==> config.mk <==
export PLATFORM = sky130hd
export DESIGN_NAME = pfiform_seq
export DESIGN_NICKNAME = d
export VERILOG_FILES = /design/src/rtl/pfiform_pkg.sv /design/src/rtl/pfiform_chunk_calc.sv /design/src/rtl/pfiform_seq.sv
export SDC_FILE = /design/constraint.sdc
export NUM_CORES = 1
export LEC_CHECK = 0
export BUFFER_PORTS_ARGS = -buffer_cell sky130_fd_sc_hd__buf_4
export CAP_MARGIN = 20
export CORE_MARGIN = 1
export CORE_UTILIZATION = 40
export DETAILED_ROUTE_END_ITERATION = 8
export GPL_TIMING_DRIVEN = 0
export SLEW_MARGIN = 20
export SYNTH_ARGS = -nofsm -noshare
export SYNTH_HDL_FRONTEND = slang
export SYNTH_SLANG_ARGS = --single-unit
==> constraint.sdc <==
create_clock -name i_core_clk -period 5 [get_ports i_core_clk]
set_input_delay 0.25 -clock i_core_clk [delete_from_list [all_inputs] [get_ports i_core_clk]]
set_output_delay 0.25 -clock i_core_clk [all_outputs]
set_load 0.01 [all_outputs]
==> src/rtl/pfiform_pkg.sv <==
// Shared constants and FSM state type for the pfiform job sequencer.
package pfiform_pkg;
   localparam int SYM_W = 6;
   localparam int LANES = 32;
   localparam int CNT_W = 16;

   typedef enum logic [1:0] {
      ST_IDLE,
      ST_RUN,
      ST_DRAIN,
      ST_DONE
   } state_e;
endpackage

==> src/rtl/pfiform_chunk_calc.sv <==
// Chunk size for one join or pop: min(size+1, rem)-1, reported as 0 when rem is 0.
module pfiform_chunk_calc #(
   parameter int CNT_W = 16,
   parameter int SZ_W  = 5
) (
   input  logic [SZ_W-1:0]  size,
   input  logic [CNT_W-1:0] rem,
   output logic [SZ_W-1:0]  amt
);

   always_comb begin
      if (rem > CNT_W'(size)) begin
         amt = size;
      end else if (rem == '0) begin
         amt = '0;
      end else begin
         amt = SZ_W'(rem - CNT_W'(1));
      end
   end

endmodule

==> src/rtl/pfiform_seq.sv <==
// Job sequencer driving the join and pop sides of a symbol FIFO in size-limited chunks.
module pfiform_seq #(
   parameter  int SYM_W = pfiform_pkg::SYM_W,
   parameter  int LANES = pfiform_pkg::LANES,
   parameter  int CNT_W = pfiform_pkg::CNT_W,
   localparam int SZ_W  = $clog2(LANES)
) (
   input  logic             i_core_clk,
   input  logic             i_rx_rst,
   input  logic             i_job_start,
   input  logic [CNT_W-1:0] i_job_len,
   input  logic [SZ_W-1:0]  i_join_sz,
   input  logic [SZ_W-1:0]  i_pop_sz,
   input  logic             i_src_valid,
   input  logic             i_sink_ready,
   output logic             JoinEnable,
   input  logic             JoinPermit,
   output logic [SZ_W-1:0]  JoinAmout,
   output logic             PopPermit,
   input  logic             PopEnable,
   output logic [SZ_W-1:0]  PopAmout,
   output logic             o_job_busy,
   output logic             o_job_done,
   output logic             o_err,
   output logic [CNT_W-1:0] o_join_rem,
   output logic [CNT_W-1:0] o_pop_rem
);

   import pfiform_pkg::*;

   state_e           state, state_nxt;
   logic [SZ_W-1:0]  join_sz, join_sz_nxt;
   logic [SZ_W-1:0]  pop_sz, pop_sz_nxt;
   logic [CNT_W-1:0] join_rem, join_rem_nxt;
   logic [CNT_W-1:0] pop_rem, pop_rem_nxt;
   logic [SZ_W-1:0]  join_amt, pop_amt;
   logic             join_fire, pop_ok, pop_bad;

   pfiform_chunk_calc #(.CNT_W(CNT_W), .SZ_W(SZ_W)) u_join_calc (
      .size (join_sz),
      .rem  (join_rem),
      .amt  (join_amt)
   );

   pfiform_chunk_calc #(.CNT_W(CNT_W), .SZ_W(SZ_W)) u_pop_calc (
      .size (pop_sz),
      .rem  (pop_rem),
      .amt  (pop_amt)
   );

   assign JoinEnable = (state == ST_RUN) && (join_rem != '0) && i_src_valid;
   assign JoinAmout  = join_amt;
   assign PopPermit  = ((state == ST_RUN) || (state == ST_DRAIN)) && (pop_rem != '0) && i_sink_ready;
   assign PopAmout   = pop_amt;
   assign join_fire  = JoinEnable && JoinPermit;
   // A pop with nothing owed is a FIFO-side protocol error; it never touches the counter.
   assign pop_bad    = PopEnable && ((state == ST_IDLE) || (pop_rem == '0));
   assign pop_ok     = PopEnable && !pop_bad;
   assign o_job_busy = (state != ST_IDLE);
   assign o_job_done = (state == ST_DONE);
   assign o_join_rem = join_rem;
   assign o_pop_rem  = pop_rem;

   always_comb begin
      // NOTE: every variable gets a default first so no path leaves it unassigned (no latch).
      state_nxt    = state;
      join_sz_nxt  = join_sz;
      pop_sz_nxt   = pop_sz;
      join_rem_nxt = join_rem;
      pop_rem_nxt  = pop_rem;

      if (join_fire) join_rem_nxt = join_rem - CNT_W'(join_amt) - CNT_W'(1);
      if (pop_ok)    pop_rem_nxt  = pop_rem - CNT_W'(pop_amt) - CNT_W'(1);

      case (state)
         ST_IDLE: begin
            if (i_job_start && (i_job_len != '0)) begin
               join_sz_nxt  = i_join_sz;
               pop_sz_nxt   = i_pop_sz;
               join_rem_nxt = i_job_len;
               pop_rem_nxt  = i_job_len;
               state_nxt    = ST_RUN;
            end
         end
         ST_RUN: begin
            if (join_rem_nxt == '0) state_nxt = (pop_rem_nxt == '0) ? ST_DONE : ST_DRAIN;
         end
         ST_DRAIN: begin
            if (pop_rem_nxt == '0) state_nxt = ST_DONE;
         end
         ST_DONE:  state_nxt = ST_IDLE;
         default:  state_nxt = ST_IDLE;
      endcase
   end

   always_ff @(posedge i_core_clk or posedge i_rx_rst) begin
      if (i_rx_rst) begin
         state    <= ST_IDLE;
         join_sz  <= '0;
         pop_sz   <= '0;
         join_rem <= '0;
         pop_rem  <= '0;
         o_err    <= 1'b0;
      end else begin
         // NOTE: non-blocking so every register samples pre-edge values, independent of order.
         state    <= state_nxt;
         join_sz  <= join_sz_nxt;
         pop_sz   <= pop_sz_nxt;
         join_rem <= join_rem_nxt;
         pop_rem  <= pop_rem_nxt;
         o_err    <= o_err | pop_bad;
      end
   end

endmodule

==> results of run 1 <==
worst register-to-register path, delay by kind of cell, from the launching register on:
| family | cells | cell delay [ns] |
|---|---|---|
| compound gates | 8 | 1.51 |
| buf+inv | 2 | 0.28 |
| fa+ha+maj | 3 | 0.93 |
| simple gates | 6 | 0.85 |
| flops | 1 | 0.48 |
| mux | 2 | 0.53 |
worst min-delay path by stage:
stage                       from    endpoint  slack, ns  cells past startpoint
floorplan              PopEnable       o_err       0.40                      2
global placement           o_err       o_err       0.46                      1
detailed placement      i_rx_rst   pop_sz[0]       0.23                      2
CTS                 i_join_sz[2]  join_sz[2]       0.18                      2
global route        i_join_sz[4]  join_sz[4]       0.17                      2
finish              i_join_sz[4]  join_sz[4]       0.18                      2
what timing repair did:
action	4_1_cts	5_1_grt
endpoints found under the hold margin	13	0
buffers inserted	0	3
pin swaps	0	1
hold buffers	1	0
resized for setup	2	8
cloned	0	1
endpoints found under the setup margin	2	2
routing by layer:
layer / global-route usage / part of all wire / vias to the layer above
met3: 0.0309 / 0.044 / 9
met1: 0.298 / 0.47 / 1579
met4: 0.0475 / 0.010 / 0
met5: 0 / 0 / -
met2: 0.337 / 0.47 / 83
li1: - / - / 1640
cell usage after synthesis, drive strengths merged, types with 2 or more instances:
cell    count  area share
and3        3      0.0052
o21a        2      0.0041
o31ai       2      0.0079
nor4       17       0.038
a21oi      39       0.055
or3         3      0.0066
dfrtp      45        0.31
nor4b       4       0.011
nand2      24       0.025
o21ai       8       0.011
nand3b      3      0.0062
and4b       2      0.0055
nor3       10       0.014
clkbuf      7      0.0072
a211oi      2      0.0055
nor2b       3      0.0052
xor2       13       0.031
nor2       51       0.053
fa          2       0.011
o211a       2      0.0055
nand2b     11       0.019
buf         4      0.0083
or4         5       0.010
ha         29        0.10
xnor2      19       0.046
mux2       22       0.069
a31oi       7       0.012
nand3      10       0.015
mux2i      12       0.033
inv        21       0.022
flip-flops by register name, indices dropped and copies added (netlist names):
name and cells:
o_pop_rem 16, join_sz 5, pop_sz 5, o_err 1
o_join_rem 16, state 2
cell families after synthesis:
| kind of cell | synth area share |
|---|---|
| buffers and inverters | 0.0373 |
| xor gates and xnor gates | 0.0773 |
| AOI/OAI and AO/OA | 0.130 |
| muxes | 0.102 |
| adders and majority gates | 0.111 |
| and+or+nand+nor | 0.231 |
| DFF | 0.311 |
final cells by class:
cell class,count,area [µm²]
multi-input cells,326,2400
plain buffers,11,60.1
well taps,108,135
fillers,861,4240
flip-flops and latches,45,1130
repair buffers,84,646
inverters,21,78.8
clock buffers,6,72.6
clock inverters,2,10.0
cell usage in the layout, fill, tap and decap left out, types with 5 or more instances in the layout:
cell type and n:
clkbuf_1 8, nor4_1 15, a21oi_1 35, nor2_1 49, nand2_1 24, nand2b_1 11
nor3_1 10, a31oi_1 7, mux2_2 21, dfrtp_1 45, nand3_1 9, xor2_1 13
ha_1 29, xnor2_1 19, clkbuf_8 5, inv_1 20, o21ai_0 6, or4_1 5
mux2i_1 12, buf_4 83
stage by stage:
step / instance area, µm² / std cells
after floorplan: 3630 / 402
after global placement: 4350 / 589
after detailed placement: 4370 / 590
after CTS: 4470 / 599
after global routing: 4530 / 603
final: 4530 / 603
power groups by stage:
stage,combinational [mW],sequential (mW),clock (mW)
finish,2.05,0.856,0.221
global route,2.29,0.889,0.242
CTS,2.01,0.854,0.227
detailed placement,2.00,0.861,0
global placement,1.95,0.857,0
floorplan,1.34,0.825,0
==> results.md, run 1 <==
- Comb power frac: 0.656
- Max-slew headroom: 0.554
- RePlAce Congestion: 0.818
- CP Launch Type: flop
- Post-Synthesis Cells: 402
- Setup slack after layout: 0.337 ns
- Die area: approximately 0.0094 mm²
- Routed via count: 3311
- Critical path launch point: o_pop_rem[1]
- Worst vdd ir: just over 0.0003 V
- R2R Setup Slk: ~0.34 ns
- CP top delay family: compound AO/OA/AOI/OAI gates
- Max-Cap Viols: 0
- Clk pin slew, worst setup/hold paths: 0.09 ns
- Tmin final: 4.66 ns
- CP Depth: 21
- Clock Path Buffers: 2
- Min Hold Slack: 0.183 ns
- Number of antenna diodes: 0
- Die H: ~97 µm
- Clk_lat worst skew: 0.30 ns
- Total track usage: 0.209
- Buf/Inv on CP: 2
- Lkg Pwr: 1.92 nW
- Remaining DRCs: 0
- CTS Sinks: 45
- Iter 0 DRT Violations: 161
- Number of nets in the layout: 558
- Final setup vio count: 0
- Post-synth cell types: 61
- Power Density: 692 mW/mm²
- Die W: ~97 µm
- H-tree depth: 2
- Total grt overflow: 0
- Mean Syn Cell Area: 9.02 µm²
- Crit Path Max Fanout: 10
- Sequential share of the synthesized area: 0.311
- Worst slew pin tran: 0.667 ns
- Final Slew Violations: 0
- Top cell by count, worst path: nand2b_1
- Fin Clk Skew: around 0.011 ns
- Setup CP Type: flop to flop
- I/O Pins: 80
- Primary FF master, synth: dfrtp_1
- RR Endpoint: state[1]
- Hold WC Path Type: input pin to flop
- Final wirelength: 9.97 mm
- YS warnings: 0
- WL/cell: roughly 17 µm
- Sw frac: 0.484
- Total chip power: 3.13 mW
- Share of layout cells above drive strength 1: 0.265
- I/O Buffers: 79
- Syn_nets: 466
- Worst Reg-to-Reg Cells: 21
- Sequential power share: 0.273
- EDFF count, synth: 0
- Slowest stage delay, CP: 0.48 ns
- Vias in the first global route: 3159
- Antenna viol nets, final: 0
- Psw: 1.51 mW
- Final setup TNS: 0 ns
- Clock group share of total power: 0.071
- Clock buffer count from CTS: 5
- First-pass GRT wire length: 15.9 mm
- Worst path required time: approximately 5.2 ns
- Flops & latches, synth: 45
- Synthesized area: ~0.0036 mm²
- CP max-delay cell: dfrtp_1
- Drt first pass iters: 4
- Fin util: 0.517
- CP cell instances: ha_1 -> nor2b_1 -> o21a_1 -> o21ai_0 -> nand2b_1 -> a21oi_1 -> a31oi_1 -> nor3_1 -> buf_4 -> mux2i_1 -> ha_1 -> inv_1 -> fa_1 -> nand2b_1 -> a21oi_2 -> nand2b_1 -> a311oi_1 -> o21ai_1 -> o31ai_4 -> nand3_2 -> mux2_4
- FFs w/ async S/R, synth: 1.00
- Core area: 0.00876 mm²
- Area grow syn2layout: 24.8%
- Status: finished, final reports clean
- Final period utilization: 0.933
- Largest net degree at the start of global routing: 33
- Initial core utilization: 0.414
- Antenna violations before repair: 0
- Pre-CTS WS: -0.151 ns
- Fmax: 214 MHz
- Final Hold Violating Endpoints: 0
- Internal power: 1.62 mW
- CTS root buf: clkbuf_8
- Vias per cell: 5.49
- CTS tree: yes
- Worst Setup End Kind: flop
- Placed wire-length estimate: 7.86 mm
- Rows: 34
- Worst Path Arrival: 4.86 ns
- Critical Path End: state[1]
- Reg-to-Reg Start: o_pop_rem[1]
Power figures use the tool's default switching activity.
==> inputs of run 2 (changes only) <==
--- a/config.mk
+++ b/config.mk
@@ -8,9 +8,10 @@
 export BUFFER_PORTS_ARGS = -buffer_cell sky130_fd_sc_hd__buf_4
 export CAP_MARGIN = 20
 export CORE_MARGIN = 1
-export CORE_UTILIZATION = 40
+export CORE_UTILIZATION = 55
 export DETAILED_ROUTE_END_ITERATION = 8
 export GPL_TIMING_DRIVEN = 0
+export PLACE_DENSITY = 0.81
 export SLEW_MARGIN = 20
 export SYNTH_ARGS = -nofsm -noshare
 export SYNTH_HDL_FRONTEND = slang
==> run 2 against run 1 <==
  * Combinational power is essentially flat
  * Highest routed layer unchanged
  * Cell area shrank 0.64%
  * Fmax shrank 1.1%
  * Sequential share of layout area grew 0.16 points
  * Critical path depth is the same
  * Flip-flop and latch count is the same
  * Largest power group unchanged
  * Total power grew 1.8%
  * Core utilization grew 19 points
==> results.md, run 2 (synthesis results as in run 1) <==
- R2R Setup Slk: about 0.28 ns
- Core area: 0.00635 mm²
- Worst Path Arrival: roughly 4.9 ns
- Internal power: 1.67 mW
- Share of layout cells above drive strength 1: 0.262
- CP max-delay cell: dfrtp_1
- Setup slack after layout: 0.283 ns
- Final wirelength: 9.71 mm
- Initial core utilization: 0.571
- Fmax: 212 MHz
- Min Hold Slack: 0.0201 ns
- Finished Layout Cells: 569
- Rows: 29
- Placed wire-length estimate: 7.66 mm
- Comb power frac: 0.641
- Worst path required time: approximately 5.2 ns
- Slowest stage delay, CP: 0.46 ns
- Vias per cell: 6.05
- CTS tree: yes
- Final setup vio count: 0
- Die H: a little over 80 µm
- Antenna violations before repair: 0
- Total track usage: 0.285
- Final Hold Violating Endpoints: 0
- Worst vdd ir: 0.000414 V
- Vias in the first global route: 3334
- CP Launch Type: flop
- Worst slew pin tran: about 0.72 ns
- Max-slew headroom: 0.519
- RePlAce Congestion: between 0.9 and 1
- Clock buffer count from CTS: 5
- Worst Reg-to-Reg Cells: 21
- I/O Buffers: 79
- First-pass GRT wire length: about 16 mm
- Commonest non-fill, non-tap cell in the layout: buf_4
- Fill count: 513
- Number of antenna diodes: 0
- Routed via count: 3442
- Clock group share of total power: 0.093
- Clk_lat worst skew: 0.31 ns
- Die W: 83.2 µm
- Setup CP Type: flop to flop
- Sw frac: 0.475
- Final period utilization: 0.943
- Max-Cap Viols: 0
- I/O Pins: 80
- Placed cell count: 559
- RR Endpoint: state[1]
- Antenna viol nets, final: 0
- Drt first pass iters: 5
- RSZ-0062 raised after global routing: no
- Worst Setup End Kind: flop
- CTS root buf: clkbuf_8
- Final Slew Violations: 0
- Lkg Pwr: 1.93 nW
- Remaining DRCs: 0
- Crit Path Max Fanout: 10
- Largest net degree at the start of global routing: 28
- CTS Sinks: 45
- Final setup TNS: 0 ns
- Clk pin slew, worst setup/hold paths: 0.09 ns
- Clock Path Buffers: 2
- Reg-to-Reg Start: o_pop_rem[1]
- Area grow syn2layout: 24.1%
- H-tree depth: 2
- Number of nets in the layout: 555
- Iter 0 DRT Violations: 138
- CP cell instances: ha_1 -> nor2b_1 -> o21a_1 -> o21ai_0 -> nand2b_1 -> a21oi_1 -> a31oi_1 -> nor3_1 -> clkbuf_4 -> mux2i_1 -> ha_1 -> inv_1 -> fa_1 -> nand2b_1 -> a21oi_2 -> xor2_1 -> nor4_4 -> a21oi_2 -> o31ai_4 -> nand3_2 -> mux2_4
- Tmin final: between 4 and 5 ns
- Status: finished, final reports clean
- Most frequent cells in the layout: buf_4 (81), nor2_1 (49), dfrtp_1 (45)
- Fin Clk Skew: 0.00978 ns
- Hold WC Path Type: input pin to asynchronous set/reset pin
- CP top delay family: compound AO/OA/AOI/OAI gates
- Sequential power share: 0.267
- Die area: 0.00692 mm²
- Total grt overflow: 0
- Power Density: just over 700 mW/mm²
- Buf/Inv on CP: 2
- WL/cell: about 17 µm
- Psw: between 1.5 and 2 mW
- Pre-CTS WS: -0.0413 ns
[run 2: repair_timing]
item | 4_1_cts | 5_1_grt
cloned | 0 | 0
resized for setup | 1 | 7
pin swaps | 0 | 1
hold buffers | 0 | 0
setup endpoints to repair | 1 | 2
buffers inserted | 0 | 2
[run 2: worst max-delay path by stage]
stage             startpoint  endpoint  slack [ns]  cells past startpoint
2_1_floorplan  o_join_rem[1]  state[1]        0.42                     18
3_3_place_gp   o_join_rem[1]  state[1]        0.06                     20
3_5_place_dp   o_join_rem[1]  state[1]       -0.04                     20
4_1_cts         o_pop_rem[1]  state[1]        0.02                     21
5_1_grt        o_join_rem[1]  state[1]       0.001                     20
6_report        o_pop_rem[1]  state[1]        0.28                     21
[run 2: area by class of cell]
cell class	instances	area, µm²	area share
multi-input combinational	325	2380	0.529
sequential	45	1130	0.250
timing repair buffer	82	636	0.141
tap	77	96.3	0.0214
clock buffer	6	82.6	0.0184
inverter	21	78.8	0.0175
buffer	11	60.1	0.0134
clock inverter	2	37.5	0.00834
[run 2: stage by stage]
step / power, mW / utilization / cell area [µm²]
2_1_floorplan: 2.16 / - / 3630
3_3_place_gp: 2.76 / 0.680 / 4320
3_5_place_dp: 2.85 / 0.684 / 4340
4_1_cts: 3.15 / 0.703 / 4470
5_1_grt: 3.45 / 0.708 / 4500
6_report: 3.19 / 0.708 / 4500
[run 2: power by group through the flow]
stage	Clock, mW	Sequential (mW)	Combinational [mW]
floorplan	0	0.825	1.34
global placement	0	0.845	1.92
detailed placement	0	0.852	2.00
CTS	0.296	0.846	2.01
global route	0.316	0.885	2.25
finish	0.295	0.850	2.04
[run 2: metal layers]
metal	track usage	vias to the layer above	routed length [µm]
li1	-	1625	-
met1	0.363	1670	4090
met2	0.492	126	4860
met3	0.0487	21	547
met4	0.0909	0	202
met5	0	-	0
==> inputs of run 3 (changes only) <==
==> constraint.sdc (replaced) <==
create_clock -name i_core_clk -period 5 [get_ports i_core_clk]
set_input_delay 0.25 -clock i_core_clk [delete_from_list [all_inputs] [get_ports i_core_clk]]
set_output_delay 0.25 -clock i_core_clk [all_outputs]
set_load 0.1 [all_outputs]
==> run 3 against run 2 <==
  * Core utilization shrank 0.20 points
  * Via count fell by 0.67%
  * Largest cell class unchanged
  * Critical endpoint unchanged
  * Flip-flop and latch count stayed put
  * Die area unchanged
  * Fmax is 0.11% higher
  * Wire length is 1.2% lower
  * Hold slack improved by 0.15 ns
  * Clock-buffer cell count unchanged
==> results.md, run 3 (synthesis results as in run 1) <==
- H-tree depth: 2
- Iter 0 DRT Violations: between 150 and 200
- Number of antenna diodes: 0
- Hold path depth: 2
- Buf/Inv on CP: 1
- Fill count: 511
- Area grow syn2layout: 23.7%
- I/O Buffers: 79
- Number of nets in the layout: 554
- Max-slew headroom: 0.560
- Remaining DRCs: 0
- Most frequent cells in the layout: buf_4 (80), nor2_1 (49), dfrtp_1 (39)
- R2R Setup Slk: between 0.2 and 0.3 ns
- I/O Pins: 80
- Antenna violations before repair: 0
- Final Slew Violations: 0
- Total grt overflow: 0
- Clock buffer count from CTS: 5
- CTS root buf: clkbuf_8
- Worst Reg-to-Reg Cells: 19
- Reg-to-Reg Start: o_pop_rem[1]
- CP Launch Type: flop
- Final wirelength: 9.59 mm
- CTS tree: yes
- Worst Path Arrival: 4.90 ns
- Antenna viol nets, final: 0
- Clk pin slew, worst setup/hold paths: 0.08 ns
- First-pass GRT wire length: 15.8 mm
- Clock Path Buffers: 2
- Vias per cell: between 6 and 7
- Final setup vio count: 0
- Routed via count: 3419
- WL/cell: approximately 17 µm
- Status: finished, final reports clean
- Area of placed instances: 0.00435 mm²
- Placed wire-length estimate: 7.61 mm
- Die H: 83.2 µm
- Worst path required time: 5.19 ns
- Worst Setup End Kind: flop
- Total track usage: 0.284
- Fmax: 212 MHz
- Vias in the first global route: about 3.3k
- CP top delay family: compound AO/OA/AOI/OAI gates
- Die W: 83.2 µm
- Drt first pass iters: 4
- Final Hold Violating Endpoints: 0
- CP max-delay cell: dfrtp_4
- RR Endpoint: state[1]
- Commonest non-fill, non-tap cell in the layout: buf_4
- Hold EP: pop_sz[0]
- Share of layout cells above drive strength 1: 0.271
- Crit Path Max Fanout: 10
- RePlAce Congestion: 0.888
- Largest net degree at the start of global routing: 26
- Initial core utilization: 0.571
- Setup Fix Bufs, Post-CTS: 0
- Slowest stage delay, CP: 0.53 ns
- Hold WC Path Type: input pin to flop
- Die area: 0.00692 mm²
- Tmin final: 4.71 ns
- Min Hold Slack: roughly 0.17 ns
- Hold path startpoint: i_pop_sz[0]
- Max-Cap Viols: 0
- Worst slew pin tran: 0.658 ns
- Finished Layout Cells: 568
- CP cell instances: ha_1 -> nor2b_1 -> o21a_1 -> o21ai_0 -> nand2b_1 -> a21oi_1 -> a31oi_1 -> nor3_1 -> buf_4 -> mux2_2 -> fa_1 -> nand2b_1 -> a21oi_2 -> xor2_1 -> nor4_4 -> a21oi_2 -> o31ai_4 -> nand3_2 -> mux2_4
- Placed cell count: between 500 and 600
- Core area: between 0.006 and 0.007 mm²
- Fin Clk Skew: 0.00547 ns
- Final period utilization: 0.942
- Rows: 29
- CTS Sinks: 45
- Clk_lat worst skew: 0.30 ns
- Setup CP Type: flop to flop
- Finished Cell Area: 0.00449 mm²
[run 3: timing repair]
item,CTS,global route
hold buffers,1,0
hold endpoints to repair,20,0
endpoints found under the setup margin,0,2
resized for setup,0,6
[run 3: routing by layer]
layer / share of wire / routed length (µm) / vias up / track usage
met5: 0 / 0 / - / 0
li1: - / - / 1622 / -
met1: 0.43 / 4140 / 1650 / 0.370
met2: 0.49 / 4740 / 129 / 0.478
met4: 0.016 / 149 / 0 / 0.0815
met3: 0.058 / 555 / 18 / 0.0567
[run 3: stage by stage]
step           TNS, ns  worst slack [ns]   util
2_1_floorplan        0            0.0422      -
3_3_place_gp         0             0.271  0.682
3_5_place_dp         0             0.149  0.685
4_1_cts              0             0.134  0.703
5_1_grt        -0.0157           -0.0157  0.706
6_report             0             0.288  0.706
[run 3: worst reg2reg max path, cell delays in order (launching register included)]
cell and delay [ns]:
dfrtp_4 0.53, ha_1 0.32, nor2b_1 0.13, o21a_1 0.16
o21ai_0 0.15, nand2b_1 0.07, a21oi_1 0.14, a31oi_1 0.08
nor3_1 0.20, buf_4 0.22, mux2_2 0.39, fa_1 0.45
nand2b_1 0.22, a21oi_2 0.25, xor2_1 0.15, nor4_4 0.28
a21oi_2 0.12, o31ai_4 0.28, nand3_2 0.14, mux2_4 0.31
[run 3: how the worst max path moves through the flow]
stage / from / endpoint / slack (ns) / cells past startpoint
6_report: o_pop_rem[1] / state[1] / 0.29 / 19
3_3_place_gp: o_join_rem[1] / state[1] / 0.27 / 20
4_1_cts: o_join_rem[1] / state[1] / 0.13 / 20
5_1_grt: o_join_rem[1] / state[1] / -0.02 / 20
3_5_place_dp: o_join_rem[1] / state[1] / 0.15 / 20
2_1_floorplan: o_join_rem[0] / state[1] / 0.04 / 19
[run 3: layout make-up]
type | instances | area (µm²) | share of cell area
Sequential cell | 45 | 1140 | 0.253
Clock inverter | 2 | 35.0 | 0.00781
Timing Repair Buffer | 81 | 623 | 0.139
Buffer | 11 | 60.1 | 0.0134
Tap cell | 77 | 96.3 | 0.0215
Inverter | 21 | 78.8 | 0.0176
Clock buffer | 6 | 72.6 | 0.0162
Multi-Input combinational cell | 325 | 2380 | 0.531
Power of run 3 is not shown: default switching activity piles up to over one toggle a cycle in this logic, so the estimate is an artifact.
